===== src/rtl/fft_pkg.sv =====
// Shared FFT pipeline definitions.
// Holds the sample widths, the lane count, the butterfly sequencer state
// encoding and the twiddle-select codes that the multiplier decodes.
package fft_pkg;

  localparam int FFT_DIN_WIDTH  = 10;  // input sample, signed <4.6>
  localparam int FFT_WIDTH      = 11;  // butterfly output, signed <5.6>
  localparam int FFT_LANES      = 16;
  localparam int FFT_PAIR_DIST  = 8;

  typedef enum logic {
    FILL = 1'b0,
    CALC = 1'b1
  } bf_state_t;

  // Twiddle select codes: one per quarter of the CALC half-frame.
  localparam logic [1:0] SEL_Q0 = 2'd0;
  localparam logic [1:0] SEL_Q1 = 2'd1;
  localparam logic [1:0] SEL_Q2 = 2'd2;
  localparam logic [1:0] SEL_Q3 = 2'd3;

endpackage


===== src/rtl/bfly_buf.sv =====
// Half-frame buffer for the radix-2 butterfly.
// PAIR_DIST entries, each holding all DEPTH lanes of {Q,R}.
// Ports:
//   clk      clock
//   i_we     write enable
//   i_waddr  write entry index
//   i_wdata  lanes to store, lane g = {Q,R}
//   i_raddr  read entry index (combinational read)
//   o_rdata  entry at i_raddr
// Storage is not reset; the sequencer never reads an entry before writing it
// in the same frame.
module bfly_buf #(
  parameter int PAIR_DIST = 8,
  parameter int DEPTH     = 16,
  parameter int DIN_WIDTH = 10,
  localparam int AW       = $clog2(PAIR_DIST)
) (
  input  logic                                clk,
  input  logic                                i_we,
  input  logic [AW-1:0]                       i_waddr,
  input  logic [DEPTH-1:0][2*DIN_WIDTH-1:0]   i_wdata,
  input  logic [AW-1:0]                       i_raddr,
  output logic [DEPTH-1:0][2*DIN_WIDTH-1:0]   o_rdata
);

  logic [DEPTH-1:0][2*DIN_WIDTH-1:0] r_mem [PAIR_DIST];

  always_ff @(posedge clk) begin
    if (i_we) r_mem[i_waddr] <= i_wdata;
  end

  assign o_rdata = r_mem[i_raddr];

endmodule


===== src/rtl/bfly_fac8_1.sv =====
// Radix-2 butterfly and sequencer feeding the mul_fac8_1 twiddle stage.
// The first PAIR_DIST beats of a frame are buffered; each of the next
// PAIR_DIST beats is butterflied against the buffered beat of the same index,
// all lanes in parallel. Results are registered (1-cycle latency).
// Ports:
//   clk, rst_n          clock, async active-low reset
//   din_valid, din_sof  input beat valid / first beat of frame
//   din_R, din_Q        DEPTH lanes of signed DIN_WIDTH samples
//   en                  output beat valid (multiplier enable)
//   select              twiddle select, top two bits of the CALC counter
//   dout_sof            first output beat of a frame
//   dout_{R,Q}_{add,sub} DEPTH lanes of signed WIDTH butterfly results
// Lane data is two's complement packed per lane.
module bfly_fac8_1
  import fft_pkg::*;
#(
  parameter int DIN_WIDTH = FFT_DIN_WIDTH,
  parameter int WIDTH     = FFT_WIDTH,
  parameter int DEPTH     = FFT_LANES,
  parameter int PAIR_DIST = FFT_PAIR_DIST
) (
  input  logic                             clk,
  input  logic                             rst_n,
  input  logic                             din_valid,
  input  logic                             din_sof,
  input  logic [DEPTH-1:0][DIN_WIDTH-1:0]  din_R,
  input  logic [DEPTH-1:0][DIN_WIDTH-1:0]  din_Q,
  output logic                             en,
  output logic [1:0]                       select,
  output logic                             dout_sof,
  output logic [DEPTH-1:0][WIDTH-1:0]      dout_R_add,
  output logic [DEPTH-1:0][WIDTH-1:0]      dout_R_sub,
  output logic [DEPTH-1:0][WIDTH-1:0]      dout_Q_add,
  output logic [DEPTH-1:0][WIDTH-1:0]      dout_Q_sub
);

  localparam int CW = $clog2(PAIR_DIST);

  bf_state_t         r_state, w_state_nxt;
  logic [CW-1:0]     r_cnt, w_cnt_nxt;
  logic              w_wr_en;
  logic [CW-1:0]     w_wr_idx;
  logic              w_calc_beat;
  logic              w_last;

  logic [DEPTH-1:0][2*DIN_WIDTH-1:0] w_wdata, w_rdata;
  logic [DEPTH-1:0][WIDTH-1:0]       w_r_add, w_r_sub, w_q_add, w_q_sub;

  logic                              r_en, r_sof;
  logic [1:0]                        r_select;
  logic [DEPTH-1:0][WIDTH-1:0]       r_r_add, r_r_sub, r_q_add, r_q_sub;

  // ---------------- sequencer ----------------
  assign w_last = (r_cnt == CW'(PAIR_DIST-1));

  always_ff @(posedge clk or negedge rst_n) begin
    if (!rst_n) begin
      r_state <= FILL;
      r_cnt   <= '0;
    end else begin
      r_state <= w_state_nxt;
      r_cnt   <= w_cnt_nxt;
    end
  end

  always_comb begin
    w_state_nxt = r_state;
    w_cnt_nxt   = r_cnt;
    w_wr_en     = 1'b0;
    w_wr_idx    = r_cnt;
    w_calc_beat = 1'b0;
    if (din_valid) begin
      if (din_sof) begin
        // Start-of-frame overrides everything: the beat becomes entry 0 of a
        // fresh fill and any partial frame is dropped without output.
        w_wr_en     = 1'b1;
        w_wr_idx    = '0;
        w_state_nxt = FILL;
        w_cnt_nxt   = CW'(1);
      end else begin
        w_cnt_nxt = w_last ? '0 : r_cnt + 1'b1;
        case (r_state)
          FILL: begin
            w_wr_en = 1'b1;
            if (w_last) w_state_nxt = CALC;
          end
          CALC: begin
            w_calc_beat = 1'b1;
            if (w_last) w_state_nxt = FILL;
          end
          default: ;
        endcase
      end
    end
  end

  // ---------------- buffer ----------------
  bfly_buf #(
    .PAIR_DIST (PAIR_DIST),
    .DEPTH     (DEPTH),
    .DIN_WIDTH (DIN_WIDTH)
  ) u_buf (
    .clk     (clk),
    .i_we    (w_wr_en),
    .i_waddr (w_wr_idx),
    .i_wdata (w_wdata),
    .i_raddr (r_cnt),
    .o_rdata (w_rdata)
  );

  // ---------------- per-lane butterfly ----------------
  // One growth bit: add/sub of two DIN_WIDTH values always fits in WIDTH,
  // so plain modular arithmetic on sign-extended operands is exact.
  for (genvar g = 0; g < DEPTH; g++) begin : g_lane
    logic [WIDTH-1:0] w_ar, w_aq, w_br, w_bq;

    assign w_wdata[g] = {din_Q[g], din_R[g]};

    assign w_ar = {{(WIDTH-DIN_WIDTH){w_rdata[g][DIN_WIDTH-1]}},   w_rdata[g][DIN_WIDTH-1:0]};
    assign w_aq = {{(WIDTH-DIN_WIDTH){w_rdata[g][2*DIN_WIDTH-1]}}, w_rdata[g][2*DIN_WIDTH-1:DIN_WIDTH]};
    assign w_br = {{(WIDTH-DIN_WIDTH){din_R[g][DIN_WIDTH-1]}},     din_R[g]};
    assign w_bq = {{(WIDTH-DIN_WIDTH){din_Q[g][DIN_WIDTH-1]}},     din_Q[g]};

    assign w_r_add[g] = w_ar + w_br;
    assign w_r_sub[g] = w_ar - w_br;
    assign w_q_add[g] = w_aq + w_bq;
    assign w_q_sub[g] = w_aq - w_bq;
  end

  // ---------------- output registers ----------------
  // Everything but en holds between CALC beats so the multiplier sees stable
  // operands when idle.
  always_ff @(posedge clk or negedge rst_n) begin
    if (!rst_n) begin
      r_en     <= 1'b0;
      r_sof    <= 1'b0;
      r_select <= SEL_Q0;
      r_r_add  <= '0;
      r_r_sub  <= '0;
      r_q_add  <= '0;
      r_q_sub  <= '0;
    end else begin
      r_en <= w_calc_beat;
      if (w_calc_beat) begin
        r_sof    <= (r_cnt == '0);
        r_select <= r_cnt[CW-1 -: 2];
        r_r_add  <= w_r_add;
        r_r_sub  <= w_r_sub;
        r_q_add  <= w_q_add;
        r_q_sub  <= w_q_sub;
      end
    end
  end

  assign en         = r_en;
  assign select     = r_select;
  assign dout_sof   = r_sof;
  assign dout_R_add = r_r_add;
  assign dout_R_sub = r_r_sub;
  assign dout_Q_add = r_q_add;
  assign dout_Q_sub = r_q_sub;

endmodule


===== config.mk =====
export PLATFORM = sky130hd
export DESIGN_NAME = bfly_fac8_1
export DESIGN_NICKNAME = d
export VERILOG_FILES = /design/src/rtl/fft_pkg.sv /design/src/rtl/bfly_buf.sv /design/src/rtl/bfly_fac8_1.sv
export SDC_FILE = /design/constraint.sdc
export NUM_CORES = 2
export LEC_CHECK = 0
export CORE_UTILIZATION = 62
export CTS_BUF_LIST = sky130_fd_sc_hd__clkbuf_16
export CTS_CLUSTER_DIAMETER = 60
export CTS_CLUSTER_SIZE = 40
export DETAILED_ROUTE_END_ITERATION = 12
export DONT_BUFFER_PORTS = 1
export PLACE_DENSITY = 0.78
export SYNTH_ARGS = -nofsm -noshare
export SYNTH_HDL_FRONTEND = slang
export SYNTH_SLANG_ARGS = --single-unit

===== constraint.sdc =====
create_clock -name clk -period 32 [get_ports clk]
set_input_delay 8 -clock clk [delete_from_list [all_inputs] [get_ports clk]]
set_output_delay 8 -clock clk [all_outputs]
set_load 0.005 [all_outputs]

==> impl_metrics.env <==
export IMPL_outcome="complete, but fails checks"
export IMPL_violations="design-rule violations"
export IMPL_maxSlewViolCount=0
export IMPL_routed_wl_met3_um=34400
export IMPL_path_class="in -> reg"
export IMPL_drt_pass1_iter_count=10
export IMPL_core_area_mm2=0.238
export IMPL_hold_slack_ns=0.515
export IMPL_critPathMaxStageDelay_ns=0.94
export IMPL_ys_top_cells_by_area="edfxtp_1, dfrtp_1, mux4_2, ha_1, nand2_1"
export IMPL_pre_cts_ws_ns=19.07
export IMPL_power_density_mw_per_mm2=71.6
export IMPL_viasPerCell=6.33
export IMPL_finalSetupTns_ns=0
export IMPL_hold_depth=2
export IMPL_grt_setup_unrepaired="false"
export IMPL_grt_max_degree=681
export IMPL_wl_met2_um=175000
export IMPL_clk_pin_slew_ns=0.10
export IMPL_tightest_slew_ns=1.19
export IMPL_finalCriticalPeriod_ns=12.03
export IMPL_grt_overflow_total=0
export IMPL_synthCells=10563
export IMPL_port_buffers=0
export IMPL_reg2reg_setup_slack_ns=25.03
export IMPL_numCtsBuffers=179
export IMPL_ctsResizeCount=0
export IMPL_worstHoldStart="dout_R_add[83]"
export IMPL_die_height_um=491
export IMPL_max_slew_margin_pct=19.6
export IMPL_path_common_cell="buf_4"
export IMPL_timing_final_ws_setup_ns=19.97
export IMPL_power_leakage_nw=58.9
export IMPL_yosysSeqAreaShare_pct=63.2
export IMPL_nFillCells=16102
export IMPL_synth_edf_count=2560
export IMPL_h_tree_depth=4
export IMPL_cts_root_buf="clkbuf_16"
export IMPL_wl_per_cell_um=26.7
export IMPL_critPathTopFamily="buffers and inverters"
export IMPL_cts_tree="built"
export IMPL_r2r_start="r_cnt[1]"
export IMPL_dieArea_mm2=0.242
export IMPL_synth_area_mm2=0.149
export IMPL_clockBufferDepth=3
export IMPL_drcViolationCount=142
export IMPL_grt_use_total_pct=30.1
export IMPL_cp_max_fo=61
export IMPL_finClkSkew_ns=0.0629
export IMPL_ys_ff_latch=3240
export IMPL_io_pins=1032
export IMPL_required_ns=32.48
export IMPL_fmax_ghz=0.0831
export IMPL_num_vias=86111
export IMPL_gp_congestion=0.915
export IMPL_synth_area_per_cell_um2=14.1
export IMPL_ys_flop_type="edfxtp_1"
export IMPL_synth_nets=11604
export IMPL_arrival_ns=12.52
export IMPL_r2r_end="dout_R_sub[21]"
export IMPL_first_iter_violations=8714
export IMPL_drt_met1_wl_um=140000
export IMPL_drive_above_1_share_pct=10.9
export IMPL_cp_end_kind="flip-flop"
export IMPL_ys_top_cells_by_count="edfxtp_1, nand2_1, o21ai_0"
export IMPL_crit_chain="nor3b_1 -> nand2_1 -> nor2_4 -> buf_4 -> buf_4 -> buf_4"
export IMPL_cts_hold_buf=0
export IMPL_grt_pass1_vias=86407
export IMPL_top_layer_used="met5"
export IMPL_post_route_period_util_pct=37.6
export IMPL_hold_path_end="dout_R_add[83]"
export IMPL_nets=11316
export IMPL_ys_warnings_count=0
export IMPL_r2r_cells=16
export IMPL_maxCapViolCount=0
export IMPL_yosysMostFrequentCell="edfxtp_1"
export IMPL_rows=179
export IMPL_antenna_found_initial=10
export IMPL_start_kind="input port"
export IMPL_clk_latency_ns=0.91
export IMPL_totalWireLength_um=364000
export IMPL_vdd_drop_max_mv=0.0679
export IMPL_synth_async_reset_ratio_pct=21.0
export IMPL_cts_sinks=3240
export IMPL_dieWidth_um=491
export IMPL_crit_buf_inv=3
export IMPL_hpwl_um=238000
export IMPL_cp_slowest_cell="nor2_4"
export IMPL_synth_top_area_share_pct=51.8
export IMPL_synth_area_leader_cell="edfxtp_1"
export IMPL_grt_pass1_wl_um=544000
export IMPL_worst_hold_path_type="reg -> reg"
export IMPL_hold_violations=0
export IMPL_ys_types=78
export IMPL_setup_viol=0
export IMPL_postRouteAntennaNets=0
export IMPL_cts_setup_buffers=0
export IMPL_power_total_mw=11.3
export IMPL_area_delta_synth_final_pct=6.67
export IMPL_initial_core_util_pct=62.4
## worst register-to-register path, stage by stage, from the launching register on
cell and delay (ns):
dfrtp_4 0.84, buf_4 0.73, buf_4 0.82, buf_4 0.83
buf_12 0.60, mux4_2 0.70, nand2_1 0.08, and2_1 0.23
ha_1 0.26, inv_1 0.08, fa_1 0.47, a211oi_1 0.26
nor2_1 0.11, nor2_1 0.25, o211ai_1 0.17, mux2_2 0.32
o21ai_0 0.15
## final cells by class
type | instances | area (um^2) | share of cell area [%]
multi-input combinational | 6124 | 49600 | 31.3
tap | 3167 | 3960 | 2.50
clock buffer | 184 | 4600 | 2.91
clock inverter | 153 | 2990 | 1.89
antenna | 12 | 30.0 | 0.0190
inverter | 633 | 2390 | 1.51
timing repair buffer | 97 | 996 | 0.629
sequential | 3240 | 93900 | 59.3
## stage by stage
stage / util, % / area (um^2) / cells
after floorplan: - / 149000 / 10563
after global placement: 63.3 / 151000 / 13257
after detailed placement: 63.3 / 151000 / 13257
after CTS: 66.5 / 158000 / 13594
after global routing: 66.5 / 158000 / 13599
final: 66.5 / 158000 / 13610
## worst max path at each step
stage,endpoint,slack (ns),start,cells after the start
detailed placement,u_buf.r_mem[5][85],19.07,din_sof,6
finish,u_buf.r_mem[5][270],19.97,din_sof,6
global placement,u_buf.r_mem[5][85],19.10,din_sof,6
global route,u_buf.r_mem[5][270],19.86,din_sof,6
CTS,u_buf.r_mem[5][270],19.97,din_sof,6
floorplan,u_buf.r_mem[2][0],0.48,din_valid,4
## power breakdown
group	leakage (nW)	total [mW]	switching, mW	internal [mW]
combinational	23.6	2.80	1.70	1.10
sequential	31.7	5.59	0.522	5.07
clock	3.56	2.95	1.69	1.26
total	58.9	11.3	3.91	7.42
## placed cells by master (no fill, tap or decap), types with 38 or more instances in the layout
master / count
a211oi_1: 74
a21o_1: 48
a21oi_1: 315
a31oi_1: 64
and2_1: 84
buf_4: 78
clkbuf_16: 184
clkinv_16: 48
dfrtp_1: 677
edfxtp_1: 2560
fa_1: 64
ha_1: 653
inv_1: 631
mux4_2: 640
nand2_1: 1659
nand2b_1: 118
nand3_1: 65
nor2_1: 308
nor2b_1: 84
nor3_1: 116
nor4_1: 47
o211ai_1: 62
o21ai_0: 704
o21bai_1: 92
o31ai_1: 57
or3_1: 38
xnor2_1: 353
xor2_1: 70
## state kept, by name, summed over array words and instances (netlist names), 2 cells and up
name         flops
dout_R_sub     160
dout_R_add     176
dout_Q_sub     175
u_buf.r_mem   2560
dout_Q_add     161
r_cnt            3
select           2
## metal layers
layer	vias up	GRT usage, %
li1	37895	-
met1	43915	39.8
met2	3722	48.7
met3	573	7.39
met4	6	10.9
met5	-	0
## kinds of logic after synthesis
family                     share of synthesized area, %
muxes                                              9.94
xor gates and xnor gates                           2.49
DFF                                                63.2
AOI/OAI and AO/OA                                  6.79
buffers and inverters                              3.45
adders and majority gates                          6.36
and+or+nand+nor                                    7.75
(Power assumes the default switching activity.)
